<file path="config.mk">
export PLATFORM = sky130hd
export DESIGN_NAME = bcd_scan_controller
export DESIGN_NICKNAME = d
export VERILOG_FILES = /design/src/rtl/bcd_scan_controller.sv
export SDC_FILE = /design/constraint.sdc
export NUM_CORES = 1
export LEC_CHECK = 0
export BUFFER_PORTS_ARGS = -buffer_cell sky130_fd_sc_hd__buf_2
export CELL_PAD_IN_SITES_DETAIL_PLACEMENT = 0
export CELL_PAD_IN_SITES_GLOBAL_PLACEMENT = 1
export CORE_AREA = 2 2 132 134
export DETAILED_ROUTE_END_ITERATION = 10
export DIE_AREA = 0 0 134 136
export MAX_ROUTING_LAYER = met4
export PLACE_DENSITY = 0.85
export SLEW_MARGIN = 10
export SYNTH_ARGS = -nofsm -noshare
export SYNTH_HDL_FRONTEND = slang
export SYNTH_SLANG_ARGS = --single-unit
</file>
<file path="constraint.sdc">
create_clock -name clk -period 2.61 [get_ports clk]
set_input_delay 0.3915 -clock clk [delete_from_list [all_inputs] [get_ports clk]]
set_output_delay 0.3915 -clock clk [all_outputs]
set_load 0.02 [all_outputs]
</file>
<file path="src/rtl/bcd_scan_controller.sv">
// Sequential binary-to-BCD display formatter: one shared double-dabble engine scans four slots.
// Optional macro BCD_SCAN_AUTO_REFRESH_EN makes the controller rescan continuously instead of on start.
module bcd_scan_controller #(
  parameter int SAT_VALUE = 999
) (
  input  logic        clk,
  input  logic        rst,
  input  logic [9:0]  num1,
  input  logic [9:0]  num2,
  input  logic [9:0]  num3,
  input  logic [9:0]  num4,
  input  logic [3:0]  valid,
  input  logic        start,
  output logic [47:0] numbers,
  output logic        busy,
  output logic        done
);

  typedef enum logic [2:0] {IDLE, LOAD, SHIFT, STORE, DONE} state_t;

  localparam logic [9:0] SAT_CLAMP = 10'(SAT_VALUE);

  state_t            state_q, state_d;
  logic [1:0]        slot_q, slot_d;
  logic [3:0][9:0]   snap_num_q, snap_num_d;
  logic [3:0]        snap_valid_q, snap_valid_d;
  logic [9:0]        bin_q, bin_d;
  logic [2:0][3:0]   bcd_q, bcd_d;
  logic [3:0]        cnt_q, cnt_d;
  logic [3:0][11:0]  shadow_q, shadow_d;
  logic [47:0]       numbers_q, numbers_d;

  logic              scan_go;
  logic [2:0][3:0]   bcd_adj;
  logic [21:0]       shift_src;
  logic [9:0]        slot_value;

`ifdef BCD_SCAN_AUTO_REFRESH_EN
  assign scan_go = 1'b1;
`else
  assign scan_go = start;
`endif

  always_comb begin
    for (int i = 0; i < 3; i++) begin
      bcd_adj[i] = (bcd_q[i] >= 4'd5) ? bcd_q[i] + 4'd3 : bcd_q[i];
    end
    shift_src  = {bcd_adj, bin_q};
    slot_value = (snap_num_q[slot_q] > SAT_CLAMP) ? SAT_CLAMP : snap_num_q[slot_q];
  end

  always_comb begin
    state_d      = state_q;
    slot_d       = slot_q;
    snap_num_d   = snap_num_q;
    snap_valid_d = snap_valid_q;
    bin_d        = bin_q;
    bcd_d        = bcd_q;
    cnt_d        = cnt_q;
    shadow_d     = shadow_q;
    numbers_d    = numbers_q;

    case (state_q)
      IDLE: begin
        if (scan_go) begin
          snap_num_d   = {num4, num3, num2, num1};
          snap_valid_d = valid;
          slot_d       = 2'd0;
          state_d      = LOAD;
        end
      end
      LOAD: begin
        if (snap_valid_q[slot_q]) begin
          bin_d   = slot_value;
          bcd_d   = '0;
          cnt_d   = 4'd10;
          state_d = SHIFT;
        end else begin
          shadow_d[slot_q] = 12'hFFF;
        end
      end
      SHIFT: begin
        {bcd_d, bin_d} = {shift_src[20:0], 1'b0};
        cnt_d          = cnt_q - 4'd1;
        if (cnt_q == 4'd1) begin
          state_d = STORE;
        end
      end
      STORE: begin
        shadow_d[slot_q] = bcd_q;
      end
      DONE: begin
        state_d = IDLE;
      end
      default: begin
        state_d = IDLE;
      end
    endcase

    // Both a finished STORE and a blank LOAD close the slot; the last slot publishes the frame whole.
    if ((state_q == STORE) || ((state_q == LOAD) && !snap_valid_q[slot_q])) begin
      if (slot_q == 2'd3) begin
        state_d   = DONE;
        numbers_d = shadow_d;
      end else begin
        slot_d  = slot_q + 2'd1;
        state_d = LOAD;
      end
    end
  end

  always_ff @(posedge clk) begin
    if (rst) begin
      state_q      <= IDLE;
      slot_q       <= 2'd0;
      snap_num_q   <= '0;
      snap_valid_q <= '0;
      bin_q        <= '0;
      bcd_q        <= '0;
      cnt_q        <= '0;
      shadow_q     <= '1;
      numbers_q    <= '1;
    end else begin
      state_q      <= state_d;
      slot_q       <= slot_d;
      snap_num_q   <= snap_num_d;
      snap_valid_q <= snap_valid_d;
      bin_q        <= bin_d;
      bcd_q        <= bcd_d;
      cnt_q        <= cnt_d;
      shadow_q     <= shadow_d;
      numbers_q    <= numbers_d;
    end
  end

  assign numbers = numbers_q;
  assign busy    = (state_q != IDLE);
  assign done    = (state_q == DONE);

endmodule

</file>
==> impl_results.md, run 1 <==
* Worst Setup Start Kind: flip-flop
* Logic gate share of total power at 6.3%
* Starting Density at 39.01%
* CTS max path bufs at 2
* FMAX at roughly 470 MHz
* Final wirelength at 14.72 mm
* Post-cts resize count at 0
* Fill cells at 1,657
* CP Capture Type: flip-flop
* Port bufs at 96
* Synth Cell Area at 0.006583 mm²
* Critical path peak fanout at 11
* Hold-fix buffers, CTS at 0
* Register share of total power at 49.2%
* Die width at around 130 µm
* Most frequent cells in the layout: dfxtp_1 (171), nand2_1 (154), a21oi_1 (136)
* Period minus WS final at 2.113 ns
* Pleak at just over 3 nW
* Async SR Flop Fraction at 0%
* Slew Limit Fails at 0
* Cells after Synth at 753
* Average wire per standard cell at 13.76 µm
* Worst-Margin Slew at 0.9033 ns
* Crit path buf inv count at 1
* Clock transition at path regs at 0.07 ns
* CP Class: reg -> reg
* Synth Register Bits at 171
* Boundary Pins at between 90 and 100
* Clk root buf: clkbuf_16
* Synth Net Count at just over 800
* Final setup violation count at 0
* Post-DP HPWL at 10.02 mm
* Pre-CTS setup slack at 0.5043 ns
* Most common cell after layout, fill and taps aside: dfxtp_1
* RR Startpoint: slot_q[0]
* Register Area at 0.003423 mm²
* Max Cap Violations at 0
* Delay-heaviest family, CP: simple AND/OR/NAND/NOR gates
* Drt drc at 0
* Register area share after synthesis at a little over half
* Die footprint at 0.01822 mm²
* First-pass GRT wire length at 24.25 mm
* Fraction of layout cells with a size suffix above 1 at 19.29%
* Post-DRT Antenna Nets at 0
* Initial antenna violation count at 0
* CP endpoint: bcd_q[1]
* CP dominant cell by count: nor2_1
* Clock skew at a little over 0.007 ns
* Status: completed
* Ys Warns at 0
* Worst-Skew Late Latency at 0.43 ns
* Critical path's largest stage delay at 0.62 ns
* Clock Power Share at ~45%
* Vias at 5,242
* Clock Sinks at 171
* Worst EP arrival at 2.42 ns
* GPL Wtd Cong at just under 0.8
* Top FF cell, synth: dfxtp_1
* Sw Share at 24.28%
* Hold depth at 3
* Final nets at roughly 890
* 1st-iter DRT viols at 226
* Final Hold Viols at 0
* Setup Fix Bufs, Post-CTS at 0
* # diodes at 0
* P_int at 4.170 mW
* Placed Instances at 1,038
* Area Overhead vs Synth at 18.30%
* Hold WC Path Type: in -> reg
* Core area at 0.01688 mm²
* RSZ-0062 raised after global routing: false
* Vias in the first global route at 4,873
* CP Depth at 6
* Crit-path slowest cell: nor3b_2
* CTS tree: done
* Register-to-register setup slack at 0.50 ns
* # H-tree levels at 4
* Largest net degree at the start of global routing at 46
* Average size of a mapped cell at 8.742 µm²
* EDFF count, synth at 0
* Num CTS Buffers at 17
* Final core occ at 46.14%
* Path depth of the worst reg2reg path at 6
* DR pass1 iterations at 6
* Worst Setup Slack, final at 0.4968 ns
* Total gr overflow at 0
* FP Rows at 48
* Setup_tns at 0 ns
* Area of the multi-input gates at around 0.0029 mm²
* Slew Limit Headroom at around 40%
* Tot GR Track Use at 17.33%
* Peak supply drop at 498.1 µV
* Required time of the critical path at 2.92 ns
* Post-synth cell types at 38
* Critical path startpoint: slot_q[0]
* Fin crit share at 80.97%
* Post-Layout Cell Count at 1,070
* R2r endpoint: bcd_q[1]
* PwrDens at 707.1 mW/mm²
* Critical-path cell list: mux4_2 > nor3b_2 > nor2_1 > buf_4 > a22oi_1 > nor2_1
* Die Y at roughly 140 µm
* Drt via density at 4.899
* P_sw at about 1.3 mW
## per-layer routing
metal	routed length [µm]	vias up	GRT usage, %
met3	645	18	3.878
met1	7096	2425	22.54
met4	229	0	5.792
met2	6751	112	26.81
met5	0	-	-
li1	-	2687	-
## sequential cells by signal (all words and copies together), names as in the netlist
name          flops
slot_q            2
bin_q            10
shadow_q         48
state_q           3
cnt_q             4
snap_num_q       40
bcd_q            12
snap_valid_q      4
numbers          48
## worst reg2reg max path, cell delays in order (launching register included)
cell and delay [ns]:
dfxtp_1 0.36, mux4_2 0.47, nor3b_2 0.63, nor2_1 0.08, buf_4 0.20, a22oi_1 0.20, nor2_1 0.06
## kinds of logic after synthesis
kind of cell	share of synthesized area, %
mux	8.173
simple gates	19.31
buf+inv	4.163
xor+xnor	0.6652
fa+ha+maj	2.281
compound gates	13.40
flops	52.01
## power by group through the flow
stage                     sequential [mW]  combinational, mW  clock [mW]
after global placement               2.76              0.350           0
after global routing                 2.72              0.391        2.59
after CTS                            2.71              0.351        2.49
after floorplan                      2.75              0.259           0
after detailed placement             2.77              0.350           0
final                                2.71              0.347        2.45
## per-stage QoR
stage               cell area, µm²  hold slack [ns]  total power [mW]
finish                        7787           0.1897             5.507
global route                  7787           0.1924             5.692
CTS                           7787           0.1840             5.547
detailed placement            7213           0.4456             3.117
global placement              7213           0.4341             3.113
floorplan                     6583           0.4191             3.014
## cell usage after synthesis (all sizes together) (3+ instances only)
master | count | area [µm²]
nor2 | 98 | 367.9
nor2b | 3 | 26.27
buf | 22 | 131.4
mux4 | 11 | 247.7
and2 | 3 | 18.77
a311oi | 4 | 35.03
xnor2 | 4 | 35.03
ha | 12 | 150.1
mux2i | 29 | 290.3
inv | 10 | 37.54
nand2b | 4 | 25.02
clkbuf | 28 | 105.1
dfxtp | 171 | 3423
nor3 | 18 | 90.09
a22oi | 7 | 52.55
o21ai | 7 | 35.03
nand2 | 154 | 578.1
nor4 | 3 | 18.77
nand3 | 9 | 65.06
a21oi | 136 | 680.7
o21a | 3 | 22.52
## cell type report
type                       count  area share (%)
clock buffer                  18           5.639
clock inverter                14           1.735
inverter                      10          0.4820
multi-input combinational    522           37.05
sequential                   171           43.96
tap                          225           3.615
timing repair buffer         110           7.519
## worst min path at each step
stage / from / endpoint / slack (ns)
2_1_floorplan: shadow_q[0] / shadow_q[0] / 0.42
3_3_place_gp: shadow_q[4] / shadow_q[4] / 0.43
3_5_place_dp: shadow_q[4] / shadow_q[4] / 0.45
4_1_cts: num3[6] / snap_num_q[26] / 0.18
5_1_grt: num3[2] / snap_num_q[22] / 0.19
6_report: num2[7] / snap_num_q[17] / 0.19
No activity file was read; power rests on OpenSTA's default activity.
==> run 2, diff against run 1 <==
CORE_AREA = 2 2 135 137   (was 2 2 132 134)
DIE_AREA = 0 0 137 139   (was 0 0 134 136)
clock period = 1.9 ns   (was 2.61 ns; I/O delays follow)
==> run 2 against run 1 <==
Final area rose by 4.8%; critical endpoint is now slot_q[0]; critical path type unchanged; sequential share of layout area shrank 2.0 points; hold slack lost 0.10 ns; first-iteration DRC count up 43%; maximum frequency rose by 18%; via count grew 0.97%; largest cell class unchanged; power is 38% higher; wire length grew 0.23%; die area increased by 4.5%.
==> impl_results.md, run 2 (synthesized netlist as in run 1, its figures left out) <==
* Pleak at 3.258 nW
* Critical-path cell list: mux4_2 > nor2b_4 > or3_4 > mux2i_1 > nor2_1
* Worst EP arrival at around 2.1 ns
* Path depth of the worst reg2reg path at 5
* Post-DP HPWL at 10.24 mm
* Required time of the critical path at 2.21 ns
* Clock skew at 0.008702 ns
* Worst-Margin Slew at around 0.57 ns
* Worst-Skew Late Latency at 0.43 ns
* First-pass GRT wire length at 24.43 mm
* Final setup violation count at 0
* Slew Limit Headroom at 62.06%
* Drt drc at 0
* PwrDens at 931.8 mW/mm²
* Vias in the first global route at 4,861
* Worst Setup Start Kind: flip-flop
* Most common cell after layout, fill and taps aside: dfxtp_1
* Max Cap Violations at 0
* Tot GR Track Use at 16.68%
* CP endpoint: slot_q[0]
* Final total power at 7.604 mW
* Area Overhead vs Synth at 23.97%
* Crit-path slowest cell: mux4_2
* Hold-fix buffers, CTS at 0
* Starting Density at 37.28%
* Placed cell areas at 0.007531 mm²
* Most frequent cells in the layout: dfxtp_1 (170), nand2_1 (154), a21oi_1 (133)
* Critical path's largest stage delay at 0.58 ns
* CTS tree: done
* Initial antenna violation count at 0
* # H-tree levels at 4
* Register-to-register setup slack at 0.11 ns
* Die width at about 140 µm
* Fraction of layout cells with a size suffix above 1 at 22.39%
* Total gr overflow at 0
* FMAX at 557.7 MHz
* Core area at between 0.015 and 0.02 mm²
* Period minus WS final at 1.793 ns
* 1st-iter DRT viols at 324
* Clock transition at path regs at 0.07 ns
* R2r endpoint: slot_q[0]
* RR Startpoint: slot_q[0]
* Worst hold slack at 0.08524 ns
* Final nets at 917
* # diodes at 0
* Fin crit share at 94.38%
* Clk root buf: clkbuf_16
* Design Area, Final at 0.008160 mm²
* Final Hold Viols at 0
* CP Class: reg -> reg
* Critical path peak fanout at 5
* Largest net degree at the start of global routing at 55
* Peak supply drop at between 600 and 700 µV
* RSZ-0062 raised after global routing: false
* CTS max path bufs at 2
* Boundary Pins at 97
* Average wire per standard cell at 13.41 µm
* Die footprint at 0.01904 mm²
* Port bufs at 96
* Slew Limit Fails at 0
* Die Y at 139 µm
* Drt via density at 4.812
* Vias at 5,293
* CP Capture Type: flip-flop
* FP Rows at 49
* Post-DRT Antenna Nets at 0
* Clock Sinks at 171
* DR pass1 iterations at 5
* Status: completed
* Num CTS Buffers at 17
* Hold WC Path Type: in -> reg
* Final wirelength at 14.76 mm
* Final core occ at a little under half
* GPL Wtd Cong at between 0.8 and 0.9
* Critical path startpoint: slot_q[0]
run 2: changes by cell type in the layout (fill, tap and decap cells not counted), sizes merged:
cell	previous run	this run
inv	16	17
clkinvlp	2	1
buf	110	136
clkinv	5	4
clkbuf	18	19
run 2: power by group:
group / switching [mW] / internal [mW]
clock: 1.48 / 1.88
sequential: 0.0487 / 3.67
combinational: 0.300 / 0.225
total: 1.83 / 5.77
run 2: worst min-delay path by stage:
| stage | slack [ns] | end | startpoint | cells after the start |
|---|---|---|---|---|
| after floorplan | 0.42 | shadow_q[0] | shadow_q[0] | 2 |
| after global placement | 0.44 | snap_num_q[10] | snap_num_q[10] | 2 |
| after detailed placement | 0.45 | snap_num_q[22] | snap_num_q[22] | 2 |
| after CTS | 0.06 | snap_num_q[25] | num3[5] | 3 |
| after global routing | 0.07 | snap_num_q[22] | num3[2] | 3 |
| final | 0.09 | snap_num_q[16] | num2[6] | 3 |
run 2: per-layer routing:
layer  GRT usage [%]  wire [µm]  vias to the layer above  part of all wire (%)
met1           22.97       7388                     2397                    50
met2           23.88       6492                      135                    44
li1                -          -                     2751                     -
met4           4.992        118                        0                  0.80
met3           4.459        757                       10                   5.1
met5               -          0                        -                     0
run 2: area by class of cell:
class | count | area [µm²]
Inverter | 10 | 37.54
Sequential cell | 171 | 3425
Fill cell | 1726 | 9497
Tap cell | 229 | 286.5
Timing Repair Buffer | 136 | 922.1
Clock inverter | 13 | 130.1
Multi-Input combinational cell | 522 | 2917
Clock buffer | 19 | 442.9
run 2: critical path, delay by kind of cell, from the launching register on:
family           cells  cell delay (ns)
DFF                  1             0.37
muxes                2             0.73
and+or+nand+nor      3             0.58
run 2: repair_timing:
item,CTS,global route
setup buffers,0,1
endpoints found under the setup margin,8,60
gates resized for setup,0,9
run 2: through the flow:
step / TNS [ns] / std cells / setup slack, ns
after global routing: 0 / 1100 / 0.0008233
final: 0 / 1100 / 0.1068
after floorplan: 0 / 753 / 0.04211
after CTS: -0.1223 / 1099 / -0.03498
after global placement: 0 / 1067 / 0.02923
after detailed placement: -0.05261 / 1067 / -0.02072
==> run 3, diff against run 2 <==
--- a/constraint.sdc
+++ b/constraint.sdc
@@ -3,2 +3,2 @@
 set_output_delay 0.285 -clock clk [all_outputs]
-set_load 0.02 [all_outputs]
+set_load 0.05 [all_outputs]
==> run 3 against run 2 <==
Via count is 0.34% lower; power increased by 2.4%; critical path depth fell by 2; non-clock buffer count shrank 1; maximum frequency down 3.3%; die area stayed put; combinational power is essentially flat; sequential cell count unchanged; worst setup slack worse by 0.060 ns; final cell count down 0.27%; critical endpoint is now busy; largest power group unchanged.
==> impl_results.md, run 3 (synthesized netlist as in run 1, its figures left out) <==
* Crit path buf inv count at 2
* Initial antenna violation count at 0
* Post-DP HPWL at 10.19 mm
* Worst hold slack at approximately 0.086 ns
* Hold-fix buffers, CTS at 0
* Vias at 5,275
* RSZ-0062 raised after global routing: false
* GPL Wtd Cong at roughly 0.83
* Pre-CTS setup slack at 0.02083 ns
* Most common cell after layout, fill and taps aside: dfxtp_1
* Hold EP: snap_num_q[26]
* Tot GR Track Use at 16.80%
* Final nets at 916
* Critical-path cell list: buf_4 > or3_1 > buf_2
* Worst-Margin Slew at just under 0.8 ns
* Area Overhead vs Synth at 23.82%
* Final setup violation count at 0
* Hold WC Path Type: in -> reg
* Max Cap Violations at 0
* Slew Limit Headroom at 47.97%
* R2r endpoint: shadow_q[38]
* Clock transition at path regs at 0.07 ns
* FMAX at approximately 540 MHz
* HP Start: num3[6]
* # H-tree levels at 4
* # diodes at 0
* Final total power at 7.784 mW
* Hold depth at 3
* CTS tree: done
* CTS max path bufs at 2
* Die width at 137 µm
* Clock skew at between 0.01 and 0.015 ns
* Final Hold Viols at 0
* CP Class: reg -> out
* Required time of the critical path at 1.62 ns
* Clock Sinks at 171
* Slew Limit Fails at 0
* Starting Density at 37.28%
* Worst Setup Start Kind: flip-flop
* Worst EP arrival at 1.57 ns
* Average wire per standard cell at 13.70 µm
* First-pass GRT wire length at 24.82 mm
* Clk root buf: clkbuf_16
* Period minus WS final at roughly 1.9 ns
* RR Startpoint: slot_q[0]
* Delay-heaviest family, CP: buffers and inverters
* Setup Fix Bufs, Post-CTS at 0
* Num CTS Buffers at 17
* Worst Setup Slack, final at 0.04646 ns
* Post-DRT Antenna Nets at 0
* Drt via density at about 4.8
* Drt drc at 0
* Fin crit share at 97.55%
* Critical path peak fanout at 19
* 1st-iter DRT viols at 282
* Crit-path slowest cell: or3_1
* Total gr overflow at 0
* Core area at between 0.015 and 0.02 mm²
* Pleak at between 3 and 4 nW
* Register-to-register setup slack at 0.09 ns
* Path depth of the worst reg2reg path at 5
* Vias in the first global route at 4,954
* Placed Instances at about 1,100
* Boundary Pins at 97
* Most frequent cells in the layout: dfxtp_1 (170), nand2_1 (154), a21oi_1 (133)
* Peak supply drop at between 600 and 700 µV
* Final wirelength at 15.02 mm
* Post-Layout Cell Count at 1,097
* Status: completed
* Die Y at 139 µm
* Worst-Skew Late Latency at 0.42 ns
* CP Capture Type: output port
* DR pass1 iterations at 4
* Final core occ at 46.16%
* Fraction of layout cells with a size suffix above 1 at about 22%
* Largest net degree at the start of global routing at 46
* Die footprint at about 0.019 mm²
* Critical path's largest stage delay at 0.38 ns
* PwrDens at 955.0 mW/mm²
* FP Rows at 49
* Port bufs at 96
run 3: how the worst max path moves through the flow:
stage | from | to | slack [ns] | cells after the start
6_report | state_q[1] | busy | 0.05 | 3
5_1_grt | slot_q[1] | shadow_q[38] | 0.003 | 5
4_1_cts | slot_q[0] | shadow_q[26] | -0.03 | 4
3_5_place_dp | slot_q[0] | shadow_q[6] | 0.02 | 4
3_3_place_gp | slot_q[0] | shadow_q[2] | 0.008 | 4
2_1_floorplan | slot_q[0] | numbers[0] | 0.04 | 8
run 3: repair_timing:
action                                 4_1_cts  5_1_grt
endpoints found under the hold margin        0        0
resized for setup                            0        7
setup endpoints to repair                    2       43
run 3: worst register-to-register path, delay by kind of cell, from the launching register on:
family                 cells  cell delay [ns]
buffers and inverters      1             0.15
muxes                      1             0.40
and+or+nand+nor            3             0.77
DFF                        1             0.34
run 3: area by class of cell:
class,instances,area [µm²]
fill,1766,9507
sequential,171,3425
clock buffer,18,439.2
clock inverter,12,161.4
inverter,10,37.54
multi-input combinational,522,2912
timing repair buffer,135,889.6
tap,229,286.5
run 3: stage by stage:
stage | setup TNS, ns | area (µm²)
detailed placement | 0 | 7523
finish | 0 | 8150
global placement | 0 | 7523
CTS | -0.03323 | 8124
floorplan | 0 | 6588
global route | 0 | 8150
run 3: metal layers:
metal	share of wire (%)	global-route usage, %	vias up
met2	45	25.01	122
met3	5.4	3.947	19
met1	48	22.83	2410
met5	0	-	-
li1	-	-	2724
met4	1.2	4.612	0
run 3: power breakdown:
group          internal, mW  leakage (nW)  switching, mW  total [mW]
clock                  2.11         0.291           1.43        3.54
sequential             3.67          1.39         0.0503        3.72
combinational         0.221          1.57          0.305       0.526
total                  6.00          3.26           1.78        7.78
